===== src/rtl/fifo_arb_pkg.sv =====
// fifo_arb_pkg: shared types, defaults and helpers for the FIFO write arbiter
package fifo_arb_pkg;
  typedef enum logic {IDLE, LOCKED} state_t;
  localparam int DEF_DATA_WIDTH = 15;
  localparam int DEF_FIFO_DEPTH = 16;
  function automatic int clog2_min1(input int n);
    return (n < 2) ? 1 : $clog2(n);
  endfunction
endpackage


===== src/rtl/fifo_wr_arbiter_rr_pick.sv =====
// rr_pick: combinational round-robin priority encoder starting at rr_ptr
module rr_pick import fifo_arb_pkg::*; #(
  parameter int NUM_REQ = 4,
  parameter int IW = clog2_min1(NUM_REQ)
) (
  input  logic [NUM_REQ-1:0] req,
  input  logic [IW-1:0]      rr_ptr,
  output logic               valid,
  output logic [IW-1:0]      idx
);
  logic hi_v, lo_v;
  logic [IW-1:0] hi, lo;
  // lowest requester at or above the pointer wins, else wrap to the lowest below it
  always_comb begin
    hi_v = 1'b0;
    lo_v = 1'b0;
    hi = '0;
    lo = '0;
    for (int i = NUM_REQ - 1; i >= 0; i--) begin
      if (req[i] && i >= int'(rr_ptr)) begin
        hi_v = 1'b1;
        hi = IW'(i);
      end
      if (req[i] && i < int'(rr_ptr)) begin
        lo_v = 1'b1;
        lo = IW'(i);
      end
    end
  end
  assign valid = hi_v | lo_v;
  assign idx = hi_v ? hi : lo;
endmodule


===== src/rtl/fifo_wr_arbiter.sv =====
// fifo_wr_arbiter: round-robin, packet-locking write arbiter with shadow FIFO occupancy
module fifo_wr_arbiter import fifo_arb_pkg::*; #(
  parameter int NUM_REQ = 4,
  parameter int DATA_WIDTH = DEF_DATA_WIDTH,
  parameter int FIFO_DEPTH = DEF_FIFO_DEPTH,
  parameter int CNT_W = $clog2(FIFO_DEPTH + 1),
  localparam int IW = clog2_min1(NUM_REQ)
) (
  input  logic                          clk,
  input  logic                          rst,
  input  logic [NUM_REQ-1:0]            req,
  input  logic [NUM_REQ*DATA_WIDTH-1:0] req_data,
  input  logic [NUM_REQ-1:0]            req_last,
  output logic [NUM_REQ-1:0]            ack,
  input  logic                          rd_req,
  output logic                          fifo_wr_en,
  output logic [DATA_WIDTH-1:0]         fifo_data_in,
  output logic                          fifo_rd_en,
  output logic [CNT_W-1:0]              count,
  output logic                          full,
  output logic                          empty,
  output logic [IW-1:0]                 owner,
  output logic                          locked
);
  state_t state;
  logic [IW-1:0] rr_ptr, pick_idx, cand, nxt_ptr;
  logic pick_valid, cand_valid, accept;
  rr_pick #(.NUM_REQ(NUM_REQ), .IW(IW)) u_pick (
    .req(req),
    .rr_ptr(rr_ptr),
    .valid(pick_valid),
    .idx(pick_idx)
  );
  assign locked = state == LOCKED;
  assign cand = locked ? owner : pick_idx;
  assign cand_valid = locked ? req[owner] : pick_valid;
  assign full = count == CNT_W'(FIFO_DEPTH);
  assign empty = count == '0;
  // the slot is reserved at accept time, so full alone bounds the write side
  assign accept = rst & cand_valid & ~full;
  assign ack = accept ? (NUM_REQ'(1) << cand) : '0;
  assign fifo_rd_en = rd_req & ~empty;
  assign nxt_ptr = (cand == IW'(NUM_REQ - 1)) ? '0 : cand + IW'(1);
  always_ff @(posedge clk or negedge rst) begin
    if (!rst) begin
      state <= IDLE;
      rr_ptr <= '0;
      owner <= '0;
      count <= '0;
      fifo_wr_en <= 1'b0;
      fifo_data_in <= '0;
    end else begin
      fifo_wr_en <= accept;
      count <= count + CNT_W'(accept) - CNT_W'(fifo_rd_en);
      if (accept) begin
        fifo_data_in <= req_data[cand*DATA_WIDTH +: DATA_WIDTH];
        owner <= cand;
        if (req_last[cand]) begin
          state <= IDLE;
          rr_ptr <= nxt_ptr;
        end else begin
          state <= LOCKED;
        end
      end
    end
  end
endmodule

===== config.mk =====
export PLATFORM = sky130hd
export DESIGN_NAME = fifo_wr_arbiter
export DESIGN_NICKNAME = d
export VERILOG_FILES = /design/src/rtl/fifo_arb_pkg.sv /design/src/rtl/fifo_wr_arbiter_rr_pick.sv /design/src/rtl/fifo_wr_arbiter.sv
export SDC_FILE = /design/constraint.sdc
export NUM_CORES = 1
export LEC_CHECK = 0
export ABC_AREA = 1
export CAP_MARGIN = 25
export CORE_MARGIN = 3
export CORE_UTILIZATION = 50
export CTS_CLUSTER_DIAMETER = 30
export CTS_CLUSTER_SIZE = 28
export DETAILED_ROUTE_END_ITERATION = 12
export DONT_BUFFER_PORTS = 1
export MAX_ROUTING_LAYER = met4
export PLACE_DENSITY = 0.64
export SYNTH_ARGS = -nofsm -noshare
export SYNTH_HDL_FRONTEND = slang
export SYNTH_SLANG_ARGS = --single-unit

===== constraint.sdc =====
create_clock -name clk -period 7 [get_ports clk]
set_input_delay 0.7 -clock clk [delete_from_list [all_inputs] [get_ports clk]]
set_output_delay 0.7 -clock clk [all_outputs]
set_load 0.02 [all_outputs]

# Word-level counts from Yosys, hierarchy flattened
# Cells that the tools add are included.
# classes
addsub,3
n_mul,1
order_cmp,8
eq_ne,2
n_shift,2
n_mux,24
n_bitwise,6
n_reduce_logical,8
# op_table
op,n
60-bit by 7-bit variable part select with 15-bit output,1
2-bit 2-to-1 mux,10
1-bit 2-to-1 mux,11
1-bit logical AND,6
"2-bit by 3-bit < comparator with 1-bit output, second input constant",2
"2-bit by 4-bit multiplier with 6-bit output, second input constant",1
5-bit by 1-bit adder with 5-bit output,1
"5-bit == test, second input constant",1
5-bit logical NOT,1
5-bit by 1-bit subtractor with 5-bit output,1
1-bit binary-select mux with 2-bit select,2
"1-bit by 2-bit >= comparator with 1-bit output, first input constant",2
"1-bit by 2-bit < comparator with 1-bit output, first input constant",2
4-bit 2-to-1 mux,1
"1-bit by 2-bit left shift with 4-bit output, first input constant",1
1-bit bitwise AND,3
"2-bit by 1-bit adder with 2-bit output, second input constant",1
"2-bit == test, second input constant",1
"2-bit >= comparator, first input constant",1
"2-bit < comparator, first input constant",1
1-bit inverter,2
2-bit AND reduction,1
1-bit bitwise OR,1
# word_totals
register_bits,26
inputBits,71
out_inout_bits,31
wordCells,60

# Logic depth before layout (Yosys ltp)
# Gate-level depths: netlist (run 1).
# depth
word_depth,11
mapped_depth,15
mapped_depth_nobuf,14

# Cells and area by module
# From an unflattened synthesis (run 1), not the netlist that was laid out.
# hier_totals
hier_cells,315
area_unflattened_um2,2132.0
# by_module_without_submodules
mod,n_inst,cells_per_inst,area_per_inst_um2
fifo_wr_arbiter,1,287,2019.4
rr_pick,1,28,112.6

# Worst setup path after synthesis (run 1)
# Ideal clock, no wire load.
# synth_path
path_type,input -> register
start,input port req[1]
end,register count[4]
arrival_time_ns,2.683
required_ns,6.921
slack_ns,4.238
path_stages,14
path_buffers,1
cell_sequence,inv_1 a21oi_1 o21ai_0 nand3_1 nand3_2 buf_2 ha_1 inv_1 ha_1 fa_1 a21oi_1 nor2_1 nor2_1 xor2_1
# synth_between
elab_chain_len,9
word_cells_on_any_way,14
# synth_rtl
element,line_no,source
"start, declared",fifo_wr_arbiter.sv:11,"input logic [NUM_REQ-1:0] req,"
"1-bit logical AND, on equally long branches","fifo_wr_arbiter_rr_pick.sv:20, fifo_wr_arbiter_rr_pick.sv:24",
"1-bit 2-to-1 mux, on equally long branches (2 in a row)","fifo_wr_arbiter_rr_pick.sv:20, fifo_wr_arbiter_rr_pick.sv:24",
1-bit bitwise OR,fifo_wr_arbiter_rr_pick.sv:30,assign valid = hi_v | lo_v;
1-bit 2-to-1 mux (*),fifo_wr_arbiter.sv:36,assign cand_valid = locked ? req[owner] : pick_valid;
1-bit bitwise AND (*) (2 in a row),fifo_wr_arbiter.sv:40,assign accept = rst & cand_valid & ~full;
5-bit by 1-bit adder with 5-bit output (*),fifo_wr_arbiter.sv:54,count <= count + CNT_W'(accept) - CNT_W'(fifo_rd_en);
5-bit by 1-bit subtractor with 5-bit output (*),fifo_wr_arbiter.sv:54,
"end signal, assigned",fifo_wr_arbiter.sv:54,
"end, declared",fifo_wr_arbiter.sv:19,"output logic [CNT_W-1:0] count,"
# Every way passes the cells marked *; elsewhere a longest branch is shown, timed or not. The select of a mux whose other input is x is not followed.
# A chain may end at the register's enable or synchronous reset.

# Worst setup path in the final report (run 1)
# layout_path
start,register owner[0]
end,output port ack[3]
# layout_between
elab_chain_len,6
word_cells_on_any_way,8
# layout_rtl
element,line_no,source
"start, declared",fifo_wr_arbiter.sv:22,"output logic [IW-1:0] owner,"
"start signal, assigned",fifo_wr_arbiter.sv:57,owner <= cand;
1-bit binary-select mux with 2-bit select,fifo_wr_arbiter.sv:36,
1-bit 2-to-1 mux (not written as such),fifo_wr_arbiter.sv:36,
1-bit 2-to-1 mux,fifo_wr_arbiter.sv:36,
1-bit bitwise AND (2 in a row),fifo_wr_arbiter.sv:40,
4-bit 2-to-1 mux (*),fifo_wr_arbiter.sv:41,assign ack = accept ? (NUM_REQ'(1) << cand) : '0;
"end, declared",fifo_wr_arbiter.sv:14,"output logic [NUM_REQ-1:0] ack,"
# Marked as above.

==> impl_metrics.py, run 1 <==
metrics = {
    "outcome": {
        "status": "complete, no violations",
    },
    "worst_setup_path": {
        "cpPeakStageDelay_ps": 530,
        "critPathMaxFanout": 38,
        "critPathTopFamily": "simple AND/OR/NAND/NOR gates",
        "arrival_ps": 2560,
        "critPathRequiredTime_ps": 6300,
        "start_kind": "flop",
        "path_common_cell": "inv_1",
        "cp.depth": 7,
        "reg2reg_to": "count[4]$_DFF_PN0_",
        "crit_buf_inv": 3,
        "cp-startpoint": "owner[0]$_DFFE_PN0P_",
        "reg2reg_depth": 14,
        "rrSetupSlack_ps": 3820,
        "critPathSlowestCell": "dfrtp_1",
        "crit_path_end": "ack[3]",
        "crit-reg2reg-launch": "count[2]$_DFF_PN0_",
        "criticalPathCategory": "flop to output pin",
        "crit_path_cell_trace": "inv_1, nand2_1, nand2_4, inv_4, ha_1, inv_1, nor2_1",
        "endpoint_kind": "output pin",
    },
    "power": {
        "power.density_nw_per_um2": 507,
        "p_total_mw": 1.08,
        "ir_worst_vdd_mv": 0.192,
        "p_leak_nw": 1.24,
    },
    "clock_tree": {
        "cts_hold_buf": 0,
        "cts.clk_slew.worst_paths_ps": 90,
        "cts_setup_buffers": 0,
        "clock-sinks": 26,
        "cts_root_buf": "clkbuf_8",
        "clock_path_buffers": 2,
        "numCtsBuffers": 3,
        "cts_tree": "done",
        "h-tree-depth": 1,
        "insertion_delay_ps": 270,
        "cts-resized-gates": 0,
    },
    "layout": {
        "nets": 402,
        "diodes": 0,
        "layout_commonest_cell": "nand2_1",
        "final_area_um2": 2120,
        "area_growth_pct": 1.25,
        "drive_gt1_share_pct": 4.39,
        "final_cell_mix": "nand2_1 (137), inv_1 (47), nand3_1 (47), dfrtp_1 (26), nor2_1 (13)",
        "num-fill-cells": 399,
    },
    "timing": {
        "layout_min_cycle_time_ps": 3260,
        "layout_setup_ws_ps": 3740,
        "fin_setup_tns_ps": 0,
        "setup_viol": 0,
        "drv_slew": 0,
        "fin_crit_sh_pct": 46.5,
        "tightestPinTransition_ps": 556,
        "hold_viol": 0,
        "rsz0062_at_grt": "no",
        "clock_skew_ps": 3.39,
        "slew_headroom_pct": 62.9,
        "max_freq_mhz": 307,
    },
    "flow_run": {
        "cap_violations": 0,
    },
    "global_routing": {
        "grt_max_degree": 39,
        "first_global_vias": 1849,
        "grt_use_total_pct": 20.5,
        "grt_pass1_wl_mm": 8.40,
        "overflow": 0,
        "antenna_found_initial": 0,
    },
    "synth": {
        "yosysWarnings": 0,
        "synthCells": 328,
        "netlist_area_um2": 2100,
        "synth_cell_types": 26,
        "synth_nets": 410,
        "avgSynthCellArea_um2": 6.40,
        "yosys_register_bits": 26,
        "seq_area_frac_synth_pct": 31.0,
    },
    "place": {
        "placed_area_um2": 2070,
        "gp_congestion": 0.802,
        "post-place-ws_ps": 3760,
        "io_buffers": 0,
        "place_hpwl_mm": 3.64,
    },
    "floorplanning": {
        "initial_core_util_pct": 54.4,
        "dieArea_um2": 5010,
        "die_x_um": 70.8,
        "die_h_um": 70.8,
        "fp-row-count": 22,
        "core_um2": 3850,
        "io-pin-count": 102,
    },
    "detailed_routing": {
        "wirelength_mm": 4.96,
        "ant_nets": 0,
        "drt_first_pass_iters": 7,
        "vias_per_cell": 5.28,
        "wl_per_cell_um": 13.5,
        "drt-initial-drc-count": 115,
        "vias": 1939,
        "drc": 0,
    },
    "hold_path": {
        "hold_class": "input port to async pin",
    },
}
==> final cells by class <==
cell class | instances | area, µm² | share of cell area, %
multi-input cells | 239 | 1170 | 54.9
flip-flops and latches | 26 | 651 | 30.6
inverters | 50 | 193 | 9.07
well taps | 48 | 60.1 | 2.83
clock buffers | 4 | 55.1 | 2.59
==> cells in the mapped netlist <==
cell type / n / area (µm²)
a21oi_1: 5 / 25.0
a21oi_2: 2 / 17.5
buf_2: 5 / 25.0
buf_4: 5 / 37.5
buf_6: 2 / 22.5
clkbuf_1: 1 / 3.75
dfrtp_1: 26 / 651
fa_1: 1 / 20.0
ha_1: 10 / 125
inv_1: 47 / 176
inv_2: 1 / 3.75
inv_4: 2 / 12.5
nand2_1: 137 / 514
nand2_2: 1 / 6.26
nand2_4: 1 / 11.3
nand3_1: 47 / 235
nand3_2: 2 / 20.0
nand3b_1: 7 / 52.6
nand4_1: 1 / 6.26
nor2_1: 13 / 48.8
nor2_4: 1 / 11.3
nor3_1: 1 / 5.00
o21ai_0: 4 / 20.0
o21ai_1: 1 / 5.00
o21bai_1: 1 / 7.51
xor2_1: 4 / 35.0
==> metal layers <==
layer | track usage, % | vias up | routed length (µm)
li1 | - | 986 | -
met1 | 26.6 | 873 | 2150
met2 | 33.9 | 68 | 2440
met3 | 3.55 | 12 | 301
met4 | 4.18 | 0 | 70
met5 | - | - | 0
==> flip-flops by register name, summed over array words and instances, names as in the netlist <==
register,cells
fifo_data_in,15
count,5
owner,2
rr_ptr,2
fifo_wr_en,1
locked,1
==> through the flow <==
step | cells | util [%] | hold WS [ps]
after floorplan | 328 | - | 404
after global placement | 363 | 53.7 | 405
after global routing | 367 | 55.1 | 97.8
after CTS | 367 | 55.1 | 107
final | 367 | 55.1 | 111
after detailed placement | 363 | 53.7 | 405
==> cell families after synthesis <==
kind of cell	synth area share (%)
DFF	31.0
xor gates and xnor gates	1.67
AOI/OAI and AO/OA	3.58
adders and majority gates	6.92
and+or+nand+nor	43.4
buffers and inverters	13.4
==> worst register-to-register path: cells and delay by family, from the launching register on <==
kind,cells,cell delay [ps]
adders and majority gates,4,1320
and+or+nand+nor,5,750
DFF,1,500
buffers and inverters,3,210
AOI/OAI and AO/OA,1,170
xor gates and xnor gates,1,150
==> worst min path at each step <==
stage	to	depth (start not counted)	startpoint	slack, ps
5_1_grt	locked$_DFFE_PN0P_	0	rst	100
4_1_cts	count[4]$_DFF_PN0_	0	rst	110
3_5_place_dp	locked$_DFFE_PN0P_	0	rst	410
3_3_place_gp	locked$_DFFE_PN0P_	0	rst	410
2_1_floorplan	count[0]$_DFF_PN0_	0	rst	400
6_report	locked$_DFFE_PN0P_	0	rst	110
==> where the power goes <==
part | total [mW] | switching, mW | internal [mW]
Sequential | 0.378 | 0.152 | 0.227
Combinational | 0.601 | 0.405 | 0.195
Clock | 0.0988 | 0.0485 | 0.0503
Power figures use the tool's default switching activity.
==> run 2, diff against run 1 <==
==> constraint.sdc (replaced) <==
create_clock -name clk -period 3.1 [get_ports clk]
set_input_delay 0.31 -clock clk [delete_from_list [all_inputs] [get_ports clk]]
set_output_delay 0.31 -clock clk [all_outputs]
set_load 0.02 [all_outputs]
==> run 2 against run 1 <==
  * Power rose by 130%
  * Utilization grew 1.2 points
  * Sequential share of layout area decreased by 0.64 points
  * Critical endpoint is now ack[2]
  * Count of clock-buffer cells in the layout stayed put
  * Global-route usage shrank 0.091 points
  * Register-to-register slack lost 3400 ps
  * Cell count rose by 1.1%
  * Setup slack got worse by 3400 ps
  * Critical path depth rose by 2
  * Worst hold slack improved by 150 ps
  * Clock power is 120% higher
  * Critical path type unchanged
==> impl_metrics.py, run 2 (synthesis gave the netlist of run 1 again) <==
metrics = {
    "place": {
        "io_buffers": 0,
        "gp_congestion": 0.861,
        "place_hpwl_mm": 3.65,
    },
    "floorplanning": {
        "die_x_um": 70.8,
        "dieArea_um2": 5010,
        "die_h_um": 70.8,
        "initial_core_util_pct": 54.4,
        "fp-row-count": 22,
        "core_um2": 3850,
        "io-pin-count": 102,
    },
    "timing": {
        "tightestPinTransition_ps": 506,
        "layout_min_cycle_time_ps": 2780,
        "max_freq_mhz": 360,
        "setup_viol": 0,
        "timing.hold.ws_ps": 261,
        "clock_skew_ps": 6.14,
        "hold_viol": 0,
        "slew_headroom_pct": 66.2,
        "rsz0062_at_grt": "no",
        "fin_setup_tns_ps": 0,
        "drv_slew": 0,
        "fin_crit_sh_pct": 89.7,
    },
    "clock_tree": {
        "clock_path_buffers": 2,
        "cts-resized-gates": 0,
        "insertion_delay_ps": 270,
        "cts.clk_slew.worst_paths_ps": 90,
        "h-tree-depth": 1,
        "cts_hold_buf": 2,
        "clock-sinks": 26,
        "cts_root_buf": "clkbuf_8",
        "cts_setup_buffers": 0,
        "cts_tree": "done",
        "numCtsBuffers": 3,
    },
    "flow_run": {
        "cap_violations": 0,
    },
    "power": {
        "internal_power_mw": 1.09,
        "p_total_mw": 2.45,
        "ir_worst_vdd_mv": 0.402,
        "power_switching_mw": 1.37,
        "p_leak_nw": 1.27,
        "power_frac_clock_pct": 8.9,
        "p_sw_share_pct": 55.7,
        "p_comb_share_pct": 56.5,
        "p_seq_share_pct": 34.7,
        "power.density_nw_per_um2": 1130,
    },
    "worst_setup_path": {
        "arrival_ps": 2470,
        "start_kind": "flop",
        "critPathSlowestCell": "dfrtp_1",
        "path_common_cell": "nor2_1",
        "reg2reg_depth": 13,
        "critPathRequiredTime_ps": 2790,
        "crit_path_cell_trace": "nor2_1, a21oi_2, nand3_1, nand3_2, nand2_4, buf_4, ha_1, inv_1, nor2_1",
        "reg2reg_to": "count[4]$_DFF_PN0_",
        "criticalPathCategory": "flop to output pin",
        "crit_path_end": "ack[2]",
        "endpoint_kind": "output pin",
        "cpPeakStageDelay_ps": 430,
        "cp-startpoint": "rr_ptr[1]$_DFFE_PN0P_",
        "rrSetupSlack_ps": 460,
        "critPathMaxFanout": 26,
        "crit-reg2reg-launch": "count[3]$_DFF_PN0_",
    },
    "detailed_routing": {
        "vias": 1902,
        "drc": 0,
        "vias_per_cell": 5.13,
        "wl_per_cell_um": 13.0,
        "drt_first_pass_iters": 4,
        "drt-initial-drc-count": 63,
        "ant_nets": 0,
        "wirelength_mm": 4.84,
    },
    "layout": {
        "nets": 406,
        "largest_reg_flops": 15,
        "final_cell_mix": "nand2_1 (137), inv_1 (47), nand3_1 (47), dfrtp_1 (26), nor2_1 (13)",
        "area_growth_pct": 3.40,
        "reg_top3": "fifo_data_in x15, count x5",
        "drive_gt1_share_pct": 5.26,
        "top_register": "fifo_data_in",
        "layout_commonest_cell": "nand2_1",
        "diodes": 0,
    },
    "global_routing": {
        "grt_max_degree": 27,
        "overflow": 0,
        "antenna_found_initial": 0,
        "first_global_vias": 1747,
        "grt_pass1_wl_mm": 8.22,
        "grt_use_total_pct": 20.5,
    },
    "outcome": {
        "status": "complete, no violations",
    },
    "hold_path": {
        "hold_class": "input port to flop",
    },
}
-- run 2: cell types whose count changed in the layout (fill, tap and decap cells not counted), sizes merged --
cell and delta:
dlygate4sd3 +1, buf +3
-- run 2: power groups by stage --
stage / clock network [mW] / registers [mW] / logic (mW)
final: 0.217 / 0.851 / 1.39
after global routing: 0.241 / 0.878 / 1.63
after CTS: 0.222 / 0.859 / 1.41
after detailed placement: 0 / 0.863 / 1.40
after global placement: 0 / 0.864 / 1.37
after floorplan: 0 / 0.811 / 1.23
-- run 2: stage by stage --
stage | cell area, µm² | instances | worst slack, ps | util (%)
3_3_place_gp | 2080 | 365 | 521 | 54.1
6_report | 2170 | 371 | 319 | 56.3
3_5_place_dp | 2080 | 365 | 472 | 54.1
2_1_floorplan | 2100 | 328 | 403 | -
4_1_cts | 2170 | 371 | 305 | 56.3
5_1_grt | 2170 | 371 | 79.5 | 56.3
-- run 2: worst min-delay path by stage --
stage / startpoint / end / cells after the start
final: req_data[45] / fifo_data_in[0]$_DFFE_PN0P_ / 4
after global placement: rst / owner[0]$_DFFE_PN0P_ / 0
after detailed placement: rst / rr_ptr[1]$_DFFE_PN0P_ / 0
after CTS: req_data[50] / fifo_data_in[5]$_DFFE_PN0P_ / 4
after global routing: req_data[45] / fifo_data_in[0]$_DFFE_PN0P_ / 4
after floorplan: rst / count[0]$_DFF_PN0_ / 0
-- run 2: cell type report --
type                       instances  area [µm²]
clock buffer                       4        55.1
fill                             431        1680
inverter                          50         193
multi-input combinational        239        1170
sequential                        26         651
tap                               48        60.1
timing repair buffer               4        45.0
-- run 2: layer usage --
layer	track usage [%]	routed length (µm)	vias up
li1	-	-	992
met1	26.7	2140	835
met2	33.5	2350	69
met3	4.26	309	6
met4	3.13	36	0
met5	-	0	-
-- run 2: worst max-delay path: cells and delay by family, from the launching register on --
kind	cells	cell delay [ps]
adders and majority gates	1	190
buffers and inverters	2	350
DFF	1	430
and+or+nand+nor	5	1130
AOI/OAI and AO/OA	1	100
